**src/rtl/uart_rx_param.sv**
```systemverilog
// Parametrised UART receiver: width, parity, stop bits, bit order, valid/ready output.
// Optional `RX_MAJORITY_EN: each bit is a 2-of-3 vote around the bit centre.
module uart_rx_param #(
    parameter int CLK_DIV   = 434,
    parameter int DATA_BITS = 8,
    parameter int PARITY    = 0,
    parameter int STOP_BITS = 1,
    parameter int LSB_FIRST = 1
) (
    input  logic                 clk,
    input  logic                 rst,
    input  logic                 rx_i,
    output logic [DATA_BITS-1:0] data,
    output logic                 valid,
    input  logic                 ready,
    output logic                 parity_err,
    output logic                 frame_err,
    output logic                 overrun,
    output logic                 busy
);
    localparam int CW = $clog2(CLK_DIV);
    localparam logic [CW-1:0] LAST = CW'(CLK_DIV - 1);
`ifdef RX_MAJORITY_EN
    localparam logic [CW-1:0] SAMP = CW'(CLK_DIV / 2 + 1);
    localparam logic [CW-1:0] M0   = CW'(CLK_DIV / 2 - 1);
    localparam logic [CW-1:0] M1   = CW'(CLK_DIV / 2);
`else
    localparam logic [CW-1:0] SAMP = CW'(CLK_DIV / 2);
`endif
    localparam logic [3:0] NBITS = 4'(DATA_BITS);
    localparam logic [3:0] NSTOP = 4'(STOP_BITS - 1);

    typedef enum logic [2:0] {
        S_IDLE,
        S_START,
        S_DATA,
        S_PARITY,
        S_STOP
    } state_t;

    state_t               state_q;
    logic                 sync1_q;
    logic                 sync2_q;
    logic                 prev_q;
    logic [1:0]           fill_q;
    logic [CW-1:0]        cnt_q;
    logic [3:0]           bit_cnt_q;
    logic [DATA_BITS-1:0] shift_q;
    logic                 perr_q;
    logic                 ferr_q;
    logic                 bit_v;
    logic                 samp_pt;
    logic                 wrap;
    logic                 fall;
    logic                 commit;
    logic                 accept;

`ifdef RX_MAJORITY_EN
    logic maj0_q;
    logic maj1_q;
    assign bit_v = (maj0_q & maj1_q) | (maj0_q & sync2_q) | (maj1_q & sync2_q);
`else
    assign bit_v = sync2_q;
`endif

    // prev_q only arms once sync2_q carries a real line sample, so a line
    // held low through reset release never looks like a start edge.
    assign fall    = prev_q & ~sync2_q;
    assign samp_pt = cnt_q == SAMP;
    assign wrap    = cnt_q == LAST;
    assign commit  = (state_q == S_STOP) && samp_pt && (bit_cnt_q == NSTOP);
    assign accept  = valid & ready;

    always_ff @(posedge clk) begin
        if (rst) begin
            state_q    <= S_IDLE;
            sync1_q    <= 1'b1;
            sync2_q    <= 1'b1;
            prev_q     <= 1'b0;
            fill_q     <= '0;
            cnt_q      <= '0;
            bit_cnt_q  <= '0;
            shift_q    <= '0;
            perr_q     <= 1'b0;
            ferr_q     <= 1'b0;
            data       <= '0;
            valid      <= 1'b0;
            parity_err <= 1'b0;
            frame_err  <= 1'b0;
            overrun    <= 1'b0;
            busy       <= 1'b0;
`ifdef RX_MAJORITY_EN
            maj0_q     <= 1'b1;
            maj1_q     <= 1'b1;
`endif
        end else begin
            sync1_q <= rx_i;
            sync2_q <= sync1_q;
            fill_q  <= {fill_q[0], 1'b1};
            prev_q  <= sync2_q & fill_q[1];
`ifdef RX_MAJORITY_EN
            if (cnt_q == M0) maj0_q <= sync2_q;
            if (cnt_q == M1) maj1_q <= sync2_q;
`endif
            if (accept) begin
                valid <= 1'b0;
                if (!commit) overrun <= 1'b0;
            end
            if (state_q != S_IDLE) cnt_q <= wrap ? '0 : cnt_q + 1'b1;

            unique case (state_q)
                S_IDLE: begin
                    if (fall) begin
                        state_q <= S_START;
                        busy    <= 1'b1;
                        cnt_q   <= '0;
                        perr_q  <= 1'b0;
                        ferr_q  <= 1'b0;
                    end
                end
                S_START: begin
                    if (samp_pt && bit_v) begin
                        state_q <= S_IDLE;
                        busy    <= 1'b0;
                    end else if (wrap) begin
                        state_q   <= S_DATA;
                        bit_cnt_q <= '0;
                    end
                end
                S_DATA: begin
                    if (samp_pt) begin
                        bit_cnt_q <= bit_cnt_q + 1'b1;
                        if (LSB_FIRST != 0)
                            shift_q <= {bit_v, shift_q[DATA_BITS-1:1]};
                        else
                            shift_q <= {shift_q[DATA_BITS-2:0], bit_v};
                    end
                    if (wrap && bit_cnt_q == NBITS) begin
                        bit_cnt_q <= '0;
                        state_q   <= (PARITY != 0) ? S_PARITY : S_STOP;
                    end
                end
                S_PARITY: begin
                    if (samp_pt) perr_q <= ^{shift_q, bit_v} ^ (PARITY == 1);
                    if (wrap) state_q <= S_STOP;
                end
                S_STOP: begin
                    if (commit) begin
                        state_q   <= S_IDLE;
                        busy      <= 1'b0;
                        cnt_q     <= '0;
                        bit_cnt_q <= '0;
                        if (valid && !ready) begin
                            overrun <= 1'b1;
                        end else begin
                            valid      <= 1'b1;
                            data       <= shift_q;
                            parity_err <= perr_q;
                            frame_err  <= ferr_q | ~bit_v;
                        end
                    end else if (samp_pt) begin
                        ferr_q    <= ferr_q | ~bit_v;
                        bit_cnt_q <= bit_cnt_q + 1'b1;
                    end
                end
                default: state_q <= S_IDLE;
            endcase
        end
    end

endmodule

```
**config.mk**
```make
export PLATFORM = sky130hd
export DESIGN_NAME = uart_rx_param
export DESIGN_NICKNAME = d
export VERILOG_FILES = /design/src/rtl/uart_rx_param.sv
export SDC_FILE = /design/constraint.sdc
export NUM_CORES = 1
export LEC_CHECK = 0
export CAP_MARGIN = 20
export CORE_MARGIN = 2
export CORE_UTILIZATION = 55
export DETAILED_ROUTE_END_ITERATION = 12
export DONT_BUFFER_PORTS = 1
export HOLD_SLACK_MARGIN = 0.02
export PLACE_DENSITY = 0.81
export SYNTH_ARGS = -nofsm -noshare
export SYNTH_HDL_FRONTEND = slang
export SYNTH_SLANG_ARGS = --single-unit
```
**constraint.sdc**
```tcl
create_clock -name clk -period 1.9 [get_ports clk]
set_input_delay 0.475 -clock clk [delete_from_list [all_inputs] [get_ports clk]]
set_output_delay 0.475 -clock clk [all_outputs]
set_load 0.01 [all_outputs]
```
Word level (Yosys, flattened, before mapping)
Index checks and enable logic that the tools add are counted.
Cells by class
  muxes and demuxes: 38
  equal/unequal tests: 18
  reduce and logical (&&, ||, !) cells: 21
  bitwise logic cells: 6
  $add $sub $neg: 2
Operators with widths (number)
  $mux 9: 4
  $mux 4: 5
  $ne 2x2->1 const B: 10
  $mux 3: 6
  $pmux 9 s2: 1
  $mux 1: 17
  $pmux 3 s5: 1
  $pmux 4 s3: 1
  $add 9x1->9 const B: 1
  $eq 9x8->1 const B: 1
  $eq 9x9->1 const B: 1
  $reduce_and 3->1: 3
  $reduce_bool 3->1: 3
  $reduce_xor 9->1: 1
  $reduce_and 4->1: 2
  $eq 3x2->1 const B: 2
  $logic_and 1x1->1: 5
  $reduce_and 5->1: 1
  $add 4x1->4 const B: 1
  $eq 4x4->1 const B: 1
  $logic_not 4->1: 1
  $pmux 1 s2: 2
  $reduce_bool 2->1: 2
  $and 1x1->1: 3
  other kinds (9): 10
Word-level totals
  input port bits: 4
  word-level logic and storage cells: 102
  register bits: 44
  output and inout port bits: 13

Longest topological paths before layout
  depth in word-level cells: 8
  gate-level depth with buffers: 8

Worst setup path before layout
No wires, ideal clock.
  path type: reg2reg
  start point: register cnt_q[0]
  end point: register frame_err
  clock period less this slack: 1.921 ns
  path buffers: 1
  library setup time: 0.130 ns
  required time: 1.770 ns
  data arrival time: 1.791 ns
  setup slack: -0.021 ns
  stages on the path, launching flop included: 8
  cell sequence: dfxtp_1 ha_1 nor2b_1 nand4_2 or4b_1 buf_6 nor3b_2 nor3_1
On the way
  longest elaborated chain between the ends: 4
RTL lines
  start, declared: line 46  | logic [CW-1:0] cnt_q;
  start signal, assigned: line 109  | if (state_q != S_IDLE) cnt_q <= wrap ? '0 : cnt_q + 1'b1;
  $eq 9x8->1: line 69  | assign samp_pt = cnt_q == SAMP;
  $logic_and 1x1->1 (2 in a row): line 71  | assign commit = (state_q == S_STOP) && samp_pt && (bit_cnt_q == NSTOP);
  $reduce_and 3->1 (no source line)
  end signal, assigned: line 159  | frame_err <= ferr_q | ~bit_v;
  end, declared: line 17  | output logic frame_err,
Every way passes these cells.
A chain may end at the register's enable or synchronous reset.

Worst setup path after layout
  start point: register bit_cnt_q[0]
  end point: register frame_err
On the way
  longest elaborated chain between the ends: 3
RTL lines
  start, declared: line 47  | logic [3:0] bit_cnt_q;
  start signal, assigned: line 132  | bit_cnt_q <= bit_cnt_q + 1'b1;
  start signal, assigned: line 163  | bit_cnt_q <= bit_cnt_q + 1'b1;
  $logic_not 4->1: line 71
  $logic_and 1x1->1: line 71
  $reduce_and 3->1 (no source line)
Every way passes these cells.

==> results.ini <==
[clock_network]
cts_root_buf = clkbuf_4
cts.sinks = 44
h-tree-depth = 2
cts_hold_buffers = 0
cts_tree = yes
cts.clk_slew.worst_paths_ps = 140
clock_path_buffers = 2
worstSkewPairLatency_ps = 370
cts_made_buffers = 5

[die]
initial_utilization_pct = 58.32
core_area_mm2 = 0.003416
row_count = 21
die-area_mm2 = 0.004119
die_h_um = 64.18
pin_count = 17
die_width_um = 64.18

[critical_path]
cpPeakStageDelay_ps = 520
r2r.worst_path.cells = 7
r2r_setup_slack_ps = 20
worst-path-buf-inv = 2
end_kind = flip-flop
path_cells = inv_2 > ha_4 > or3b_4 > or4b_4 > buf_6 > nor3b_2 > nor3_1
worstSetupStartpoint = bit_cnt_q[0]
required_ps = 2170
timing.rr.end = frame_err
crit_type = flip-flop to flip-flop
cp.arrival_ps = 2140
r2r-start = bit_cnt_q[0]
cpMaxStageDelayCell = or4b_4
path_max_fanout = 5
critPathTopFamily = simple AND/OR/NAND/NOR gates
cp-start-kind = flip-flop

[yosys]
synth-edff-count = 0
yosys_register_bits = 44
synth_top_area_share_pct = 44.22
syn_nets = 223
synth-seq-area-share_pct = 44.22
syn-mean-instance-area_um2 = 9.265
synth.most_common_cell = dfxtp_1
synth_area_mm2 = 0.001992
yosys_warnings = 0
yosys.area.top_type = dfxtp_1
yosysUniqueCellTypes = 45
yosys-top-cells-area = dfxtp_1 44%, mux2i_1 9.0%, nor2_1 7.3%
async_reset_ff_share_pct = 0
ys.flop_type = dfxtp_1
synthCells = 215
synth_commonest_cells = 44 x dfxtp_1, 39 x nor2_1, 18 x mux2i_1

[power]
p_leak_uw = 0.0009545
ir_drop_v = 0.0004938
intPower_uw = 1098
switching_power_uw = 346.7
netSwitchingFraction_pct = 24.00
p_per_area_mw_per_mm2 = 627.4
power_frac_seq_pct = 65.1
combPwrFrac_pct = 2.9
clockPowerShare_pct = 32.1

[global_routing]
grt_usage_pct = 21.85
overflow = 0
grt_pass1_vias = 1496
grt_pass1_wl_um = 6913
antenna_found_initial = 0
grt_max_degree = 36

[status]
outcome = finished, final reports clean

[route]
first_iter_violations = 67
viasPerCell = 5.582
ant_nets = 0
drc = 0
post_drt_wl_per_cell_um = 14.35
num_vias = 1574
detail_route.first_pass.iterations = 5
finalWirelength_um = 4046

[worst_hold_path]
min_path_type = input port to flip-flop
hold_depth = 1
hp-start = rst
min_to = state_q[2]

[sta]
fin_hold_ws_ps = 150.3
min_period_ps = 1876
slew_violations = 0
setup_viol = 0
clock_skew_ps = 14.20
fin_crit_sh_pct = 98.76
rsz0062_at_grt = true
final-hold-violation-count = 0
fmax_mhz = 532.9
tightest_slew_ps = 362.8
slew_headroom_pct = 75.78

[placement]
port_buffers = 0
gp_congestion = 0.8630
placed_cells = 272
dp_hpwl_um = 2774

[layout]
areaGrowthSynthToFinish_pct = 15.58
drive_gt1_share_pct = 18.64
nFillCells = 272
n_antenna_cell = 0
nets = 243
layout.cells.non_filler = 282
final_util_pct = 67.40

[job]
maxCapViolCount = 0

-- layout by cell type, fill, tap and decap left out, drive strengths merged, types with 8 or more instances in the layout --
cell / instances
inv: 9
nor2: 39
xnor2: 13
a21oi: 8
mux2i: 18
dfxtp: 44
nand2: 8
buf: 20
-- state kept, by name (all words and copies together) (netlist names) --
name        cells
parity_err      1
ferr_q          1
state_q         3
frame_err       1
valid           1
shift_q         8
prev_q          1
cnt_q           9
data            8
fill_q          2
perr_q          1
busy            1
overrun         1
bit_cnt_q       4
bit_v           1
sync1_q         1
-- worst reg2reg max path, cell delays in order, from the launching register on --
cell	delay, ps
dfxtp_2	340
inv_2	60
ha_4	130
or3b_4	370
or4b_4	520
buf_6	160
nor3b_2	150
nor3_1	60
-- power groups by stage --
stage                     clock (µW)  combinational [µW]  sequential [µW]
after CTS                        474                40.5              940
final                            463                41.3              940
after detailed placement           0                39.7              961
after global placement             0                38.2              960
after floorplan                    0                39.7              959
after global routing             510                46.0              942
-- metrics by stage --
| step | power [µW] | setup slack, ps | TNS [ps] | cell area (µm²) |
|---|---|---|---|---|
| after global routing | 1499 | -49.82 | -289.6 | 2302 |
| after CTS | 1455 | -0.1368 | -0.1368 | 2240 |
| after floorplan | 998.4 | 11.06 | 0 | 1994 |
| after global placement | 998.6 | 33.96 | 0 | 2166 |
| final | 1444 | 23.54 | 0 | 2302 |
| after detailed placement | 1001 | -8.141 | -9.261 | 2166 |
-- how the worst max path moves through the flow --
| stage | endpoint | depth (start not counted) |
|---|---|---|
| 3_3_place_gp | frame_err | 7 |
| 5_1_grt | data[6] | 8 |
| 3_5_place_dp | frame_err | 7 |
| 6_report | frame_err | 7 |
| 4_1_cts | data[2] | 7 |
| 2_1_floorplan | frame_err | 7 |
-- cell type report --
class,count,area [µm²],share of cell area (%)
flip-flops and latches,44,883.3,38.37
repair buffers,20,170.2,7.391
clock inverters,3,23.77,1.033
inverters,9,33.78,1.467
multi-input cells,155,1096,47.61
well taps,46,57.56,2.500
clock buffers,5,37.54,1.630
-- logic make-up after synthesis --
kind of cell    share of synthesized area [%]
compound gates                          9.610
simple gates                            23.30
mux                                     9.045
xor+xnor                                7.915
fa+ha+maj                               2.513
flops                                   44.22
buf+inv                                 3.392
-- metal layers --
metal  global-route usage, %  vias up  share of wire, %
li1                        -      786                 -
met5                       0        -                 0
met1                   28.02      741                45
met4                   10.64        0               2.9
met2                   32.29       36                46
met3                   8.099       11               5.9
-- repair_timing --
action | 4_1_cts | 5_1_grt
pin swaps | 0 | 2
cloned | 1 | 0
setup buffers | 0 | 1
setup endpoints to repair | 2 | 23
resized for setup | 2 | 15
No activity file was read; power rests on OpenSTA's default activity.
